[src/rtl/shift_arbiter.sv]
// shift_arbiter: two-requester arbiter feeding one shared 32-bit log shifter;
// the result, tagged with the grantee, is registered for a 1-cycle latency.
module shift_arbiter #(
  parameter bit RR_EN = 1'b1
) (
  input  logic        clock,
  input  logic        reset,
  input  logic        req0_valid,
  output logic        req0_ready,
  input  logic [31:0] req0_data,
  input  logic [4:0]  req0_shamt,
  input  logic        req0_op,
  input  logic        req1_valid,
  output logic        req1_ready,
  input  logic [31:0] req1_data,
  input  logic [4:0]  req1_shamt,
  input  logic        req1_op,
  output logic        rsp0_valid,
  output logic [31:0] rsp0_result,
  output logic        rsp1_valid,
  output logic [31:0] rsp1_result,
  output logic        busy
);
  logic        last_q, v_q, id_q;
  logic [31:0] res_q;
  logic        accept;
  logic [31:0] a;
  logic [4:0]  sh;
  logic        op;
  logic [31:0] st [6];
  // last_q=1 means requester 1 was granted most recently, so requester 0 wins a tie
  assign req0_ready = req0_valid & (~req1_valid | !RR_EN | last_q);
  assign req1_ready = req1_valid & ~req0_ready;
  assign accept = req0_ready | req1_ready;
  assign a  = req1_ready ? req1_data  : req0_data;
  assign sh = req1_ready ? req1_shamt : req0_shamt;
  assign op = req1_ready ? req1_op    : req0_op;
  assign st[0] = a;
  for (genvar i = 0; i < 5; i++) begin : g_stage
    localparam int N = 2 ** i;
    logic [31:0] sll, sra;
    assign sll = {st[i][31-N:0], {N{1'b0}}};
    assign sra = {{N{st[i][31]}}, st[i][31:N]};
    assign st[i+1] = sh[i] ? (op ? sra : sll) : st[i];
  end
  always_ff @(posedge clock or posedge reset) begin
    if (reset) begin
      v_q    <= 1'b0;
      id_q   <= 1'b0;
      res_q  <= '0;
      last_q <= 1'b1;
    end else begin
      v_q <= accept;
      if (accept) begin
        id_q   <= req1_ready;
        res_q  <= st[5];
        last_q <= req1_ready;
      end
    end
  end
  assign rsp0_valid  = v_q & ~id_q;
  assign rsp1_valid  = v_q & id_q;
  assign rsp0_result = res_q;
  assign rsp1_result = res_q;
  assign busy        = v_q;
endmodule

[config.mk]
export PLATFORM = sky130hd
export DESIGN_NAME = shift_arbiter
export DESIGN_NICKNAME = d
export VERILOG_FILES = /design/src/rtl/shift_arbiter.sv
export SDC_FILE = /design/constraint.sdc
export NUM_CORES = 1
export LEC_CHECK = 0
export ABC_AREA = 1
export BUFFER_PORTS_ARGS = -buffer_cell sky130_fd_sc_hd__buf_4
export CAP_MARGIN = 20
export CORE_ASPECT_RATIO = 0.5
export CORE_UTILIZATION = 58
export CTS_CLUSTER_SIZE = 20
export DETAILED_ROUTE_END_ITERATION = 16
export PLACE_DENSITY = 0.95
export RECOVER_POWER = 100
export SLEW_MARGIN = 10
export SYNTH_ARGS = -nofsm -noshare
export SYNTH_HDL_FRONTEND = slang
export SYNTH_SLANG_ARGS = --single-unit
[constraint.sdc]
create_clock -name clock -period 5 [get_ports clock]
set_clock_uncertainty 0.2 [all_clocks]
set_input_delay 0.25 -clock clock [delete_from_list [all_inputs] [get_ports clock]]
set_output_delay 0.25 -clock clock [all_outputs]
set_load 0.1 [all_outputs]
; Yosys cells after proc, flatten, opt, wreduce, memory -nomap -nowiden
; Cells that the tools add are included.
[totals]
register_bits = 35
latchBits = 0
mem_bits_rw = 0
rom_bits = 0
inputBits = 80
out_inout_bits = 69
elab_cells = 26
mem_count = 0
[op_classes]
add_sub_neg = 0
mul = 0
div_mod_pow = 0
n_lt_le_gt_ge = 0
eq_ne = 0
shift = 0
muxes = 13
bitwise = 9
n_reduce_logical = 0
[ops]
columns = op, n
row1 = 32-bit 2-to-1 mux, 11
row2 = 5-bit 2-to-1 mux, 1
row3 = 1-bit bitwise AND, 4
row4 = 1-bit NOT, 3
row5 = 1-bit bitwise OR, 2
row6 = 1-bit 2-to-1 mux, 1

; Longest topological paths before layout
; Gate-level depths: netlist of the first run.
[depth]
depth_word = 16
ltp_mapped = 18
mapped_depth_nobuf = 17

; Least setup slack after synthesis of the first run
; Ideal clock, no wire load.
[synth_timing]
kind = flip-flop to output port
startpoint = reg v_q, in the netlist busy
endpoint = out rsp0_valid
t_arrival_ns = 2.283
t_required_ns = 4.550
path_slack_ns = 2.267
stages_incl_launch_ff = 3
n_path_buf = 0
path_cell_list = dfrtp_1 inv_1 nor2_1
[synth_via]
elab_chain_len = 1
[synth_lines]
columns = element, line_no
row1 = from (decl), 24  ; logic last_q, v_q, id_q;
row2 = from (signal assigned), 53  ; v_q <= accept;
row3 = 1-bit bitwise AND, 61  ; assign rsp0_valid = v_q & ~id_q;
row4 = to (decl), 18  ; output logic rsp0_valid,
; No other way between the ends.

; Worst setup path after layout of the first run
[layout_timing]
startpoint = reg last_q
endpoint = reg res_q[3], in the netlist rsp0_result[3]
[layout_via]
elab_chain_len = 15
elab_cells_between_ends = 18
cone_classes = mux: 13 / bitwise: 5
[layout_lines]
columns = element, line_no
row1 = from (decl), 24
row2 = from (signal assigned), 57  ; last_q <= req1_ready;
row3 = 1-bit bitwise OR *, 32  ; assign req0_ready = req0_valid & (~req1_valid | !RR_EN | last_q);
row4 = 1-bit bitwise AND *, 32
row5 = 1-bit NOT, 33  ; assign req1_ready = req1_valid & ~req0_ready;
row6 = 1-bit bitwise AND, 33
row7 = 32-bit 2-to-1 mux / 1-bit 2-to-1 mux (equally long branches), "35, 37"
row8 = 32-bit 2-to-1 mux (10 in series), 44  ; assign st[i+1] = sh[i] ? (op ? sra : sll) : st[i];
row9 = to (signal assigned), 56  ; res_q <= st[5];
row10 = to (decl), 25  ; logic [31:0] res_q;
; Mark *: on every way between the ends. The rest lies on a longest branch, timed or not.
; A chain may end at the register's enable or synchronous reset.

==> results of run 1 <==
## metrics by stage
step	utilization (%)	setup slack, ns	total power (W)	cell area [um^2]
after floorplan	-	2.27	0.00202	4920
after global placement	70.5	1.65	0.00233	5720
after detailed placement	70.6	1.57	0.00236	5730
after CTS	72.5	1.51	0.00268	5880
after global routing	69.1	0.651	0.00271	5610
final	69.1	0.928	0.00260	5610
## kinds of logic after synthesis
kind of cell / after synthesis
muxes: 1
buffers and inverters: 123
and+or+nand+nor: 730
DFF: 35
AOI/OAI and AO/OA: 58
## where the power goes
part           internal (W)  switching, W
clock              0.000184      0.000127
combinational      0.000297       0.00159
sequential         0.000349     0.0000571
## registers in the layout (all words and copies together), names as in the netlist
signal and cells:
id_q 1, rsp0_result 32, last_q 1, busy 1
## final timing paths
path,start,endpoint,slack (ns),depth (start not counted)
max in group asynchronous,reset,rsp0_result[25],2.36,4
worst max-delay path,last_q,rsp0_result[3],0.93,14
worst min register to register,rsp0_result[10],rsp0_result[10],0.31,2
worst max register to register,last_q,rsp0_result[3],0.93,14
worst min-delay path,req1_valid,id_q,0.04,3
min in group asynchronous,reset,rsp0_result[0],1.09,4
## what timing repair did
action,CTS,global route
setup endpoints to repair,0,0
buffers inserted,0,0
resized for setup,0,0
hold buffers,1,0
endpoints found under the hold margin,34,0
## critical path: cells and delay by family, from the launching register on
| kind | cells | cell delay, ns |
|---|---|---|
| flops | 1 | 0.59 |
| buf+inv | 2 | 0.60 |
| compound gates | 3 | 0.44 |
| simple gates | 9 | 2.09 |
## final cells by class
type	instances	area (um^2)	area share (%)
Clock buffer	6	129	2.30
Sequential cell	35	877	15.6
Multi-Input combinational cell	789	3360	59.9
Inverter	35	131	2.34
Timing Repair Buffer	163	960	17.1
Tap cell	112	140	2.50
Clock inverter	2	12.5	0.223
## per-layer routing
metal  track usage, %  routed length [um]  vias to the layer above
li1                 -                   -                     3140
met1             58.2                7620                     2939
met2             61.0                7310                      544
met3             6.83                2390                       50
met4             9.91                 388                        0
met5                0                   0                        -
## layout by cell type, fill, tap and decap left out, drive strengths merged
cell type / instances
nand2: 499
nand3: 176
buf: 89
clkbuf: 79
nor2: 41
a21oi: 37
inv: 35
dfrtp: 34
o21ai: 18
or2: 8
nand4: 6
a21o: 1
o21a: 1
mux2i: 1
o211ai: 1
clkinvlp: 1
clkinv: 1
dlygate4sd3: 1
dfstp: 1
==> flow_metrics.env, run 1 <==
export IMPL_synth_edf_count=0
export IMPL_fin_crit_ns=4.07
export IMPL_drtIter0Drc=824
export IMPL_yosysWarnings=0
export IMPL_leakagePower_nw=3.02
export IMPL_synth_xor_area_share_pct=0
export IMPL_synth_top_family_by_area="simple AND/OR/NAND/NOR gates"
export IMPL_critPathRequiredTime_ns=4.96
export IMPL_hp_class="input port to flip-flop"
export IMPL_coreArea_mm2=0.00812
export IMPL_die_area_mm2=0.00889
export IMPL_overflow=0
export IMPL_grt_use_total_pct=39.9
export IMPL_syn_area_per_cell_um2=5.20
export IMPL_start_util_pct=60.7
export IMPL_max_slew_margin_pct=-32.5
export IMPL_muxShareOfSynthArea_pct=0.203
export IMPL_ys_seq_area_share_pct=17.8
export IMPL_async_reset_ff_share_pct=100
export IMPL_clkLatencyLatePin_ns=0.28
export IMPL_synth_fp_nets=1027
export IMPL_synth_top_area_cell="nand2_1"
export IMPL_layout_drive_gt1_share_pct=11.8
export IMPL_synth_compound_area_share_pct=6.50
export IMPL_cp_data_arrival_time_ns=4.03
export IMPL_dieWidth_um=132
export IMPL_final_cells=1142
export IMPL_syn2layout_area_growth_pct=13.9
export IMPL_rows=23
export IMPL_grt_pass1_wl_um=27700
export IMPL_ioPinCount=149
export IMPL_path_class="flip-flop to flip-flop"
export IMPL_place_congestion=1.13
export IMPL_antenna_found_initial=0
export IMPL_finalSetupTns_ns=0
export IMPL_wl_per_cell_um=15.5
export IMPL_worstMarginPinSlew_ns=1.99
export IMPL_path_cells="a21o_1 > buf_4 > nand2_1 > nand2_1 > nor2_2 > buf_4 > nand2_1 > nand3_1 > nand2_1 > nand3_1 > nand2_1 > nand2_1 > a21oi_1 > a21oi_1"
export IMPL_cts_buffers=5
export IMPL_hold_slack_ns=0.0352
export IMPL_firstDrtPassIters=7
export IMPL_drv_slew=36
export IMPL_synthDominantCellAreaShare_pct=38.0
export IMPL_netlist_area_mm2=0.00492
export IMPL_cp_max_fo=35
export IMPL_syn_inst=947
export IMPL_fin_crit_sh_pct=81.4
export IMPL_grt_setup_unrepaired="false"
export IMPL_antenna_cells=0
export IMPL_ant_nets=0
export IMPL_synthTopCellsByArea="nand2_1 38%, nand3_1 18%, dfrtp_1 17%"
export IMPL_dp_hpwl_um=13000
export IMPL_grt_pass1_vias=5407
export IMPL_cts_tree="yes"
export IMPL_crit_top_cell="nand2_1"
export IMPL_cp_start_kind="flip-flop"
export IMPL_vias_per_cell=5.84
export IMPL_drc_errors=0
export IMPL_hold_viol=0
export IMPL_die_y_um=67.2
export IMPL_synth_fa_ha_area_share_pct=0
export IMPL_portBuffers=148
export IMPL_clock_sinks=35
export IMPL_synthTopCellsByCount="498 x nand2_1, 175 x nand3_1, 41 x buf_4"
export IMPL_p_per_area_mw_per_mm2=463
export IMPL_max_vdd_ir_drop_v=0.000368
export IMPL_drv_cap=1
export IMPL_violations="max-capacitance violations, max-slew violations"
export IMPL_crit_slowest_cell="nand2_1"
export IMPL_drt_total_wl_um=17700
export IMPL_dp_cells=1133
export IMPL_synth_simple_gate_area_share_pct=61.6
export IMPL_cp_end_kind="flip-flop"
export IMPL_vias=6673
export IMPL_slowest_delay_ns=0.90
export IMPL_synth_ff_type="dfrtp_1"
export IMPL_cts_max_path_buffers=2
export IMPL_fmax_mhz=246
export IMPL_synth_most_common_cell="nand2_1"
export IMPL_grt_max_degree=50
export IMPL_setup_viol=0
export IMPL_cts_root_buf="clkbuf_16"
export IMPL_htreeDepth=2
export IMPL_synthDistinctLibCells=28
export IMPL_ys_ff_latch=35
export IMPL_fin_nets=1109
export IMPL_clk_pin_slew_ns=0.06
export IMPL_num_fill_cells=813
export IMPL_status="complete, but fails checks"
Power figures use the tool's default switching activity.
==> inputs of run 2 (changes only) <==
CORE_UTILIZATION = 48   (was 58)
PLACE_DENSITY = 0.88   (was 0.95)
clock period = 3.4 ns   (was 5 ns; I/O delays follow)
==> flow_metrics.env, run 2 (synthesis results as in run 1) <==
export IMPL_status="complete, but fails checks"
export IMPL_violations="max-capacitance violations, max-slew violations"
export IMPL_htreeDepth=2
export IMPL_hp_class="input port to flip-flop"
export IMPL_finalSetupTns_ns=0
export IMPL_die_area_mm2=0.0107
export IMPL_largest_reg_flops=32
export IMPL_start_util_pct=50.8
export IMPL_ant_nets=0
export IMPL_p_comb_share_pct=72.7
export IMPL_cts_max_path_buffers=2
export IMPL_drv_cap=1
export IMPL_antenna_cells=0
export IMPL_dp_hpwl_um=13200
export IMPL_dieWidth_um=145
export IMPL_antenna_found_initial=0
export IMPL_leakagePower_nw=3.12
export IMPL_cp_end_kind="flip-flop"
export IMPL_hold_viol=0
export IMPL_syn2layout_area_growth_pct=18.1
export IMPL_min_from="req0_valid"
export IMPL_fmax_mhz=317
export IMPL_worstHoldEndpoint="id_q"
export IMPL_grt_pass1_wl_um=27300
export IMPL_seqPwrFrac_pct=15.4
export IMPL_place_congestion=0.920
export IMPL_firstDrtPassIters=5
export IMPL_critPathRequiredTime_ns=3.36
export IMPL_postLayoutCoreUtil_pct=60.0
export IMPL_clk_pin_slew_ns=0.05
export IMPL_fin_crit_sh_pct=92.8
export IMPL_cp_start_kind="input port"
export IMPL_grt_max_degree=53
export IMPL_p_switching_w=0.00257
export IMPL_fin_crit_ns=3.16
export IMPL_drv_slew=36
export IMPL_cp_data_arrival_time_ns=3.12
export IMPL_p_per_area_mw_per_mm2=661
export IMPL_multi_input_area_mm2=0.00337
export IMPL_worstMarginPinSlew_ns=1.89
export IMPL_setup_ws_ns=0.244
export IMPL_drt_total_wl_um=17500
export IMPL_power_w=0.00384
export IMPL_reg2reg_to="rsp0_result[19]"
export IMPL_cts_tree="yes"
export IMPL_fin_nets=1123
export IMPL_clock_sinks=35
export IMPL_coreArea_mm2=0.00970
export IMPL_portBuffers=148
export IMPL_final_seq_area_um2=877
export IMPL_r2r_start="last_q"
export IMPL_ioPinCount=149
export IMPL_p_int_w=0.00127
export IMPL_vias=6417
export IMPL_dp_slack_ns=0.259
export IMPL_layout_drive_gt1_share_pct=13.2
export IMPL_ff2ff_path_depth=15
export IMPL_whs_path_depth=4
export IMPL_max_vdd_ir_drop_v=0.000276
export IMPL_drtIter0Drc=827
export IMPL_overflow=0
export IMPL_p_clk_share_pct=11.9
export IMPL_vias_per_cell=5.45
export IMPL_r2r_setup_slack_ns=0.36
export IMPL_max_slew_margin_pct=-26.3
export IMPL_rows=25
export IMPL_final_cell_mix="498 x nand2_1, 175 x nand3_1, 94 x buf_4"
export IMPL_die_y_um=73.6
export IMPL_switching_share_pct=67.0
export IMPL_final_common_cell="nand2_1"
export IMPL_cts_root_buf="clkbuf_16"
export IMPL_cts_buffers=5
export IMPL_cp_max_fo=49
export IMPL_grt_use_total_pct=32.1
export IMPL_num_fill_cells=1104
export IMPL_wl_per_cell_um=14.9
export IMPL_drc_errors=0
export IMPL_path_class="input port to flip-flop"
export IMPL_grt_setup_unrepaired="false"
export IMPL_setup_viol=0
export IMPL_clkLatencyLatePin_ns=0.28
export IMPL_grt_pass1_vias=5303
## run 2: cell count changes in the layout (fill, tap and decap cells not counted), moves of 2 or more
cell      before  now
buf_4         88   94
clkbuf_1      73   71
clkbuf_4       1    3
buf_12         0    2
buf_8          0    3
## run 2: worst max path at each step
| stage | start | endpoint | slack, ns | cells after the start |
|---|---|---|---|---|
| 3_3_place_gp | last_q | rsp0_result[26] | 0.31 | 15 |
| 6_report | req1_valid | rsp0_result[24] | 0.24 | 17 |
| 3_5_place_dp | last_q | rsp0_result[24] | 0.26 | 12 |
| 2_1_floorplan | busy | rsp0_valid | 0.75 | 2 |
| 5_1_grt | req1_valid | rsp0_result[24] | 0.04 | 17 |
| 4_1_cts | req1_valid | rsp0_result[19] | 0.15 | 19 |
## run 2: cell type report
| class | count | share of cell area (%) |
|---|---|---|
| inverter | 35 | 2.26 |
| sequential | 35 | 15.1 |
| clock inverter | 1 | 0.0861 |
| multi-input combinational | 790 | 57.9 |
| clock buffer | 6 | 2.39 |
| tap | 135 | 2.90 |
| timing repair buffer | 176 | 19.3 |
## run 2: power by group through the flow
stage | registers (W) | clock network [W] | logic (W)
final | 0.000591 | 0.000457 | 0.00279
after global routing | 0.000604 | 0.000464 | 0.00294
after CTS | 0.000595 | 0.000452 | 0.00291
after detailed placement | 0.000599 | 0 | 0.00290
after global placement | 0.000594 | 0 | 0.00289
after floorplan | 0.00126 | 0 | 0.00170
## run 2: stage by stage
stage                     instances  instance area [um^2]  hold WS, ns
after floorplan                 947                  4920        0.114
after global placement         1164                  5840       0.0986
after detailed placement       1164                  5840        0.104
after CTS                      1173                  6010       0.0440
after global routing           1178                  5820        0.141
final                          1178                  5820       0.0382
## run 2: repair_timing
item | 4_1_cts | 5_1_grt
hold endpoints to repair | 35 | 0
setup buffers | 0 | 1
setup endpoints to repair | 0 | 32
resized for setup | 0 | 2
hold buffers | 2 | 0
## run 2: routing by layer
metal | vias up | wire length (um) | GRT usage, %
li1 | 3181 | - | -
met1 | 2868 | 8640 | 50.3
met2 | 350 | 6950 | 46.3
met3 | 18 | 1780 | 4.16
met4 | 0 | 166 | 5.50
met5 | - | 0 | 0
## run 2: worst max-delay path: stages
cell and delay (ns):
dlygate4sd3_1 0.53, buf_4 0.12, inv_2 0.05, a21o_1 0.16
clkbuf_4 0.27, nand2_1 0.11, nand2_1 0.08, buf_12 0.19
or2_2 0.35, nand3_1 0.10, nand3_1 0.20, nand2_1 0.11
nand3_1 0.15, nand2_1 0.09, nand3_1 0.13, a21oi_1 0.19
a21oi_1 0.08
